`src/rtl/flappy_pkg.sv`:
```
// Shared definitions for the flappy-bird game blocks: scene codes, geometry
// defaults, pipe record layout and the pipe scheduler state encoding.
package flappy_pkg;

    typedef enum logic [1:0] {
        SPLASH   = 2'd0,
        PLAYING  = 2'd1,
        GAMEOVER = 2'd2
    } scene_t;

    localparam int N_PIPE_DEF     = 3;
    localparam int GAP_LEN_DEF    = 8;
    localparam int PIPE_GAP_DEF   = 50;
    localparam int BIRD_COL_DEF   = 10;
    localparam int SCROLL_DIV_DEF = 3;
    localparam logic [7:0] LFSR_SEED_DEF = 8'hA5;

    // One pipe record on the packed bus: {pos, max, min}.
    localparam int PIPE_W = 24;
    localparam int POS_HI = 23;
    localparam int POS_LO = 16;
    localparam int MAX_HI = 15;
    localparam int MAX_LO = 8;
    localparam int MIN_HI = 7;
    localparam int MIN_LO = 0;

    typedef enum logic [1:0] {
        PS_IDLE = 2'd0,
        PS_INIT = 2'd1,
        PS_RUN  = 2'd2
    } ps_state_t;

    // Bottom edge of a fresh gap; a screen no taller than the gap pins it to 0.
    function automatic logic [7:0] gap_draw(input logic [7:0] lfsr_val,
                                            input logic [7:0] n_row,
                                            input logic [7:0] gap_len);
        logic [7:0] span;
        span = n_row - gap_len;
        if (n_row <= gap_len) begin
            return 8'd0;
        end
        return lfsr_val % span;
    endfunction

endpackage

```
`src/rtl/pipe_scheduler_if.sv`:
```
// Scene-controller <-> pipe scheduler bus: control/altitude in, pipe set and
// game status out.
interface pipe_scheduler_if
    import flappy_pkg::*;
#(
    parameter int N_PIPE = N_PIPE_DEF
);
    logic                       init;
    logic                       run;
    logic [7:0]                 n_row;
    logic [7:0]                 bird_alt;
    logic [PIPE_W*N_PIPE-1:0]   pipes;
    logic                       ready;
    logic                       hit;
    logic [15:0]                score;
    logic                       recycle;

    modport master (
        output init, run, n_row, bird_alt,
        input  pipes, ready, hit, score, recycle
    );

    modport slave (
        input  init, run, n_row, bird_alt,
        output pipes, ready, hit, score, recycle
    );
endinterface

```
`src/rtl/lfsr8.sv`:
```
// Free-running 8-bit Galois LFSR, x^8+x^6+x^5+x^4+1, reloaded with seed on reset.
module lfsr8 (
    input  logic       clk,
    input  logic       rst,
    input  logic [7:0] seed,
    output logic [7:0] out
);
    // Right-shifting Galois form: bit i of the mask stands for x^(i+1).
    localparam logic [7:0] TAPS = 8'hB8;

    always_ff @(posedge clk) begin
        if (rst) begin
            out <= seed;
        end else begin
            out <= {1'b0, out[7:1]} ^ (out[0] ? TAPS : 8'h00);
        end
    end
endmodule

```
`src/rtl/pipe_scheduler.sv`:
```
// Pipe obstacle scheduler: loads the pipe set, scrolls it at a divided rate,
// recycles the head pipe to the tail and tracks collision and score.
module pipe_scheduler
    import flappy_pkg::*;
#(
    parameter int         N_PIPE     = N_PIPE_DEF,
    parameter int         SCROLL_DIV = SCROLL_DIV_DEF,
    parameter int         PIPE_GAP   = PIPE_GAP_DEF,
    parameter int         GAP_LEN    = GAP_LEN_DEF,
    parameter int         BIRD_COL   = BIRD_COL_DEF,
    parameter logic [7:0] LFSR_SEED  = LFSR_SEED_DEF
) (
    input  logic             clk,
    input  logic             rst,
    pipe_scheduler_if.slave  bus
);
    localparam int CNT_W = (SCROLL_DIV > 1) ? $clog2(SCROLL_DIV) : 1;
    localparam int K_W   = $clog2(N_PIPE + 1);

    localparam logic [7:0]       GAP_LEN_B  = 8'(GAP_LEN);
    localparam logic [7:0]       PIPE_GAP_B = 8'(PIPE_GAP);
    localparam logic [7:0]       WIN_LO     = 8'(BIRD_COL - 6);
    localparam logic [7:0]       WIN_HI     = 8'(BIRD_COL + 2);
    localparam logic [CNT_W-1:0] CNT_LAST   = CNT_W'(SCROLL_DIV - 1);
    localparam logic [K_W-1:0]   K_DONE     = K_W'(N_PIPE);

    ps_state_t          state_reg;
    logic [K_W-1:0]     k_reg;
    logic [CNT_W-1:0]   cnt_reg;
    logic [7:0]         pos_reg [N_PIPE];
    logic [7:0]         min_reg [N_PIPE];
    logic               ready_reg;
    logic               hit_reg;
    logic [15:0]        score_reg;
    logic               recycle_reg;

    logic [7:0]         lfsr_val;
    logic [7:0]         rnd;
    logic [7:0]         head_max;
    logic               head_in_window;
    logic               hit_cond;
    logic               step_now;
    logic               head_at_zero;
    logic               score_now;

    lfsr8 u_lfsr (
        .clk  (clk),
        .rst  (rst),
        .seed (LFSR_SEED),
        .out  (lfsr_val)
    );

    assign rnd            = gap_draw(lfsr_val, bus.n_row, GAP_LEN_B);
    assign head_max       = min_reg[0] + GAP_LEN_B;
    assign head_in_window = (pos_reg[0] >= WIN_LO) && (pos_reg[0] <= WIN_HI);
    assign hit_cond       = (state_reg == PS_RUN) && head_in_window &&
                            ((bus.bird_alt <= min_reg[0]) || (bus.bird_alt >= head_max));
    assign step_now       = (state_reg == PS_RUN) && bus.run && (cnt_reg == CNT_LAST);
    assign head_at_zero   = (pos_reg[0] == 8'd0);
    // A pass only counts for a clean flight: no earlier hit and none this cycle.
    assign score_now      = step_now && !head_at_zero && (pos_reg[0] == WIN_LO) &&
                            !hit_reg && !hit_cond && (score_reg != 16'hFFFF);

    always_ff @(posedge clk) begin
        if (rst) begin
            state_reg   <= PS_IDLE;
            k_reg       <= '0;
            cnt_reg     <= '0;
            ready_reg   <= 1'b0;
            hit_reg     <= 1'b0;
            score_reg   <= 16'd0;
            recycle_reg <= 1'b0;
            for (int i = 0; i < N_PIPE; i++) begin
                pos_reg[i] <= 8'd0;
                min_reg[i] <= 8'd0;
            end
        end else begin
            recycle_reg <= 1'b0;
            if (bus.init) begin
                // init pre-empts everything, including a pending scroll step.
                state_reg <= PS_INIT;
                k_reg     <= '0;
                cnt_reg   <= '0;
                ready_reg <= 1'b0;
                hit_reg   <= 1'b0;
                score_reg <= 16'd0;
            end else begin
                case (state_reg)
                    PS_IDLE: begin
                    end

                    PS_INIT: begin
                        if (k_reg == K_DONE) begin
                            state_reg <= PS_RUN;
                            ready_reg <= 1'b1;
                        end else begin
                            for (int i = 0; i < N_PIPE; i++) begin
                                if (k_reg == K_W'(i)) begin
                                    pos_reg[i] <= 8'(PIPE_GAP * (i + 1));
                                    min_reg[i] <= rnd;
                                end
                            end
                            k_reg <= k_reg + 1'b1;
                        end
                    end

                    PS_RUN: begin
                        hit_reg <= hit_reg | hit_cond;
                        if (bus.run) begin
                            if (cnt_reg == CNT_LAST) begin
                                cnt_reg <= '0;
                            end else begin
                                cnt_reg <= cnt_reg + 1'b1;
                            end
                        end
                        if (step_now) begin
                            if (head_at_zero) begin
                                // Head has left the screen: rotate it to the tail.
                                for (int i = 0; i < N_PIPE - 1; i++) begin
                                    pos_reg[i] <= pos_reg[i+1];
                                    min_reg[i] <= min_reg[i+1];
                                end
                                pos_reg[N_PIPE-1] <= pos_reg[N_PIPE-1] + PIPE_GAP_B;
                                min_reg[N_PIPE-1] <= rnd;
                                recycle_reg       <= 1'b1;
                            end else begin
                                for (int i = 0; i < N_PIPE; i++) begin
                                    pos_reg[i] <= pos_reg[i] - 8'd1;
                                end
                                if (score_now) begin
                                    score_reg <= score_reg + 16'd1;
                                end
                            end
                        end
                    end

                    default: begin
                        state_reg <= PS_IDLE;
                    end
                endcase
            end
        end
    end

    generate
        for (genvar gi = 0; gi < N_PIPE; gi++) begin : g_pack
            assign bus.pipes[gi*PIPE_W + POS_LO +: 8] = pos_reg[gi];
            assign bus.pipes[gi*PIPE_W + MAX_LO +: 8] = min_reg[gi] + GAP_LEN_B;
            assign bus.pipes[gi*PIPE_W + MIN_LO +: 8] = min_reg[gi];
        end
    endgenerate

    assign bus.ready   = ready_reg;
    assign bus.hit     = hit_reg;
    assign bus.score   = score_reg;
    assign bus.recycle = recycle_reg;

endmodule

```
`src/flat_wrapper.sv`:
```
// flat-port wrapper written by rule: the top's interface ports become plain ports
module pipe_scheduler_flat import flappy_pkg::*;
#(
    parameter int         N_PIPE     = N_PIPE_DEF,
    parameter int         SCROLL_DIV = SCROLL_DIV_DEF,
    parameter int         PIPE_GAP   = PIPE_GAP_DEF,
    parameter int         GAP_LEN    = GAP_LEN_DEF,
    parameter int         BIRD_COL   = BIRD_COL_DEF,
    parameter logic [7:0] LFSR_SEED  = LFSR_SEED_DEF
)
  (clk, rst, bus_init, bus_run, bus_n_row, bus_bird_alt, bus_pipes, bus_ready, bus_hit, bus_score, bus_recycle);
  pipe_scheduler_if #(.N_PIPE(N_PIPE)) bus_i ();
  input  logic clk;
  input  logic rst;
  input wire logic [$bits(bus_i.init)-1:0] bus_init;
  input wire logic [$bits(bus_i.run)-1:0] bus_run;
  input wire logic [$bits(bus_i.n_row)-1:0] bus_n_row;
  input wire logic [$bits(bus_i.bird_alt)-1:0] bus_bird_alt;
  output wire logic [$bits(bus_i.pipes)-1:0] bus_pipes;
  output wire logic [$bits(bus_i.ready)-1:0] bus_ready;
  output wire logic [$bits(bus_i.hit)-1:0] bus_hit;
  output wire logic [$bits(bus_i.score)-1:0] bus_score;
  output wire logic [$bits(bus_i.recycle)-1:0] bus_recycle;
  assign bus_i.init = bus_init;
  assign bus_i.run = bus_run;
  assign bus_i.n_row = bus_n_row;
  assign bus_i.bird_alt = bus_bird_alt;
  assign bus_pipes = bus_i.pipes;
  assign bus_ready = bus_i.ready;
  assign bus_hit = bus_i.hit;
  assign bus_score = bus_i.score;
  assign bus_recycle = bus_i.recycle;
  pipe_scheduler #(.N_PIPE(N_PIPE), .SCROLL_DIV(SCROLL_DIV), .PIPE_GAP(PIPE_GAP), .GAP_LEN(GAP_LEN), .BIRD_COL(BIRD_COL), .LFSR_SEED(LFSR_SEED)) u_core (.clk(clk), .rst(rst), .bus(bus_i));
endmodule
```
`config.mk`:
```
export PLATFORM = sky130hd
export DESIGN_NAME = pipe_scheduler_flat
export DESIGN_NICKNAME = d
export VERILOG_FILES = /design/src/rtl/flappy_pkg.sv /design/src/rtl/pipe_scheduler_if.sv /design/src/rtl/lfsr8.sv /design/src/rtl/pipe_scheduler.sv /design/src/flat_wrapper.sv
export SDC_FILE = /design/constraint.sdc
export NUM_CORES = 1
export LEC_CHECK = 0
export ABC_AREA = 1
export ABC_CLOCK_PERIOD_IN_PS = 11940
export CAP_MARGIN = 20
export CORE_ASPECT_RATIO = 1.2
export CORE_MARGIN = 3
export CORE_UTILIZATION = 49
export DETAILED_ROUTE_END_ITERATION = 12
export PLACE_DENSITY = 0.76
export REMOVE_ABC_BUFFERS = 1
export SYNTH_ARGS = -nofsm -noshare
export SYNTH_HDL_FRONTEND = slang
export SYNTH_SLANG_ARGS = --single-unit
```
`constraint.sdc`:
```
create_clock -name clk -period 11.94 [get_ports clk]
set_clock_uncertainty 0.2 [all_clocks]
set_input_delay 1.791 -clock clk [delete_from_list [all_inputs] [get_ports clk]]
set_output_delay 1.791 -clock clk [all_outputs]
set_load 0.005 [all_outputs]
```
==> results.txt <==
Ant diodes: 0
CP bufs+invs: 12
Initial Util: 0.509
Core Region: 12,900 um2
Status: finished clean
Most common cell in the netlist: nand2_1
Final Total Pwr: 1.05 mW
H-tree levels: 3
Port Buffers: 110
Cell family with the largest share of critical-path delay: simple AND/OR/NAND/NOR gates
Area delta synth->final: 33.3%
# fillers: 1,052
Sequential area share after synthesis: 0.320
Global-route wire length before repair: 27,600 um
Register share of total power: 0.314
CTS tree: yes
CTS root buf: clkbuf_16
Initial antenna violation count: 0
CP Data Required Time: 11.95 ns
Switching Fraction: 0.357
Post-route DRC: 0
Top cells by area, synth: edfxtp_1 (22%), ha_1 (13%), nand2_1 (10%)
Vias: 6,358
Yosys reg bits: 81
Syn Area/Cell: 7.55 um2
Share of layout cells above drive strength 1: 0.159
FF/Latch Area: 2100 um2
Final wirelength: 17,500 um
Setup CP Type: primary input to flip-flop
CP startpoint: bus_n_row[3]
Setup ws final: 0.596 ns
GRT overflow: 0
Num rows: 45
Peak Freq: 88.2 MHz
Final count of negative-setup-slack endpoints: 0
Headroom to the max-slew limit: 0.455
Clock transition at path regs: 0.07 ns
Pwr per Cell Area: 119 nW/um2
FF-to-FF Start: u_core.u_lfsr.out[0]
Total CTS buffers: 9
Fin util: 0.679
Worst setup SP type: primary input
Slowest CP cell: fa_1
Clk buf depth: 2
Tot GR Track Use: 0.225
Final Hold Viols: 0
WHS: 0.264 ns
Final-report max-slew violation count: 0
Worst hold path class: flip-flop to flip-flop
# clock sinks: 81
Area post-placement: 8100 um2
Multi-input gate area: 4150 um2
DRT Pass-1 Iters: 5
Critical path's most frequent cell: nand2_1
Commonest cells in the netlist: nand2_1 (182), inv_1 (119), nor2_1 (85)
Min-delay src: u_core.bus.ready
Die Span X: 112 um
CP max stage delay: 0.45 ns
DR WL/cell: 14.7 um
Gate power share: 0.421
Post-synth top area cell: edfxtp_1
DR iter-0 viols: 385
Post-Layout Cell Count: 1,192
Nature of the critical path endpoint: flip-flop
Minimum clock period: 11.34 ns
Final period util: 0.950
Max FO, Critical Path: 6
Clock latency on the worst-skew pair: 0.35 ns
Chip height: 133 um
Vias per inst: 5.33
Syn Std Cell Area: 6570 um2
CP arrival: 11.35 ns
Max VDD drop: 0.0748 mV
Setup TNS: 0 ns
Placer Congestion: 0.943
Yosys warning count: 0
Vias in the first global route: 5,861
DP Worst Slack: -0.338 ns
Net Switching: 0.373 mW
IO Pins: 111
Die area: 14,800 um2
Nets: 1,111
Largest net degree at the start of global routing: 23
Max Cap Violations: 0
Dpl hpwl: 13,500 um
Fin area: 8760 um2
Antenna viol nets, final: 0
Prevailing post-synth register cell: edfxtp_1
Cells after Synth: 870
Synth top area share: 0.220
LEAKAGE: 3.89 nW
Placed cell count: 1,168
Worst-Margin Slew: 0.813 ns
Post-synth EDFFs: 48
P_int: 0.672 mW
Netlist cell types: 50
Async SR Flop Fraction: 0
Clock Power Share: 0.265
cell families (layout without fill, tap and decap cells):
family                     count (synthesis)  in the layout  synth area share
AOI/OAI and AO/OA                        122            122             0.112
DFF                                       81             81             0.320
xor gates and xnor gates                  52             52            0.0705
buffers and inverters                    146            304            0.0897
and+or+nand+nor                          401            401             0.277
adders and majority gates                 68             68             0.131
worst min-delay path, cell delays in order, from the launching register on:
cell and delay [ns]:
dfxtp_1 0.31, inv_1 0.05, a21oi_1 0.05
power groups by stage:
| stage | combinational, mW | clock, mW | sequential (mW) |
|---|---|---|---|
| final | 0.440 | 0.277 | 0.328 |
| after detailed placement | 0.393 | 0 | 0.334 |
| after global routing | 0.489 | 0.293 | 0.330 |
| after floorplan | 0.248 | 0 | 0.331 |
| after global placement | 0.386 | 0 | 0.333 |
| after CTS | 0.398 | 0.280 | 0.328 |
path summary, 6_finish.rpt:
check | endpoint | slack [ns] | cells past startpoint
min reg2reg | u_core.bus.ready | 0.26 | 2
max | u_core.min_reg[0][6] | 0.60 | 76
min | u_core.bus.ready | 0.26 | 2
max reg2reg | u_core.min_reg[0][6] | 1.86 | 73
cell type report:
cell class,count,area share
multi-input cells,643,0.474
flip-flops and latches,81,0.240
repair buffers,164,0.175
inverters,124,0.0532
clock buffers,10,0.0273
clock inverters,6,0.00657
well taps,164,0.0234
timing repair:
item / CTS / global route
gates cloned: 0 / 0
pin swaps: 4 / 33
setup endpoints to repair: 6 / 24
gates resized for setup: 6 / 57
hold buffers: 0 / 0
setup buffers: 1 / 7
placed cells by master, fill, tap and decap left out, drive strengths merged, types with 4 or more instances in the layout:
cell / instances
o211ai: 6
clkdlybuf4s50: 103
nor3: 11
edfxtp: 48
a21o: 5
inv: 127
o21ai: 46
dfxtp: 33
dlymetal6s2s: 7
ha: 67
nor4: 7
or2: 9
nand2: 197
clkbuf: 10
buf: 54
xnor2: 20
xor2: 32
nor2: 90
a21oi: 42
nand3: 64
nand4: 17
o22ai: 4
layer usage:
layer,track usage,up-vias,part of all wire
met5,0,-,0
met4,0.0669,0,0.024
met3,0.0361,38,0.049
met2,0.411,178,0.51
met1,0.271,2956,0.41
li1,-,3186,-
(Power assumes the default switching activity.)
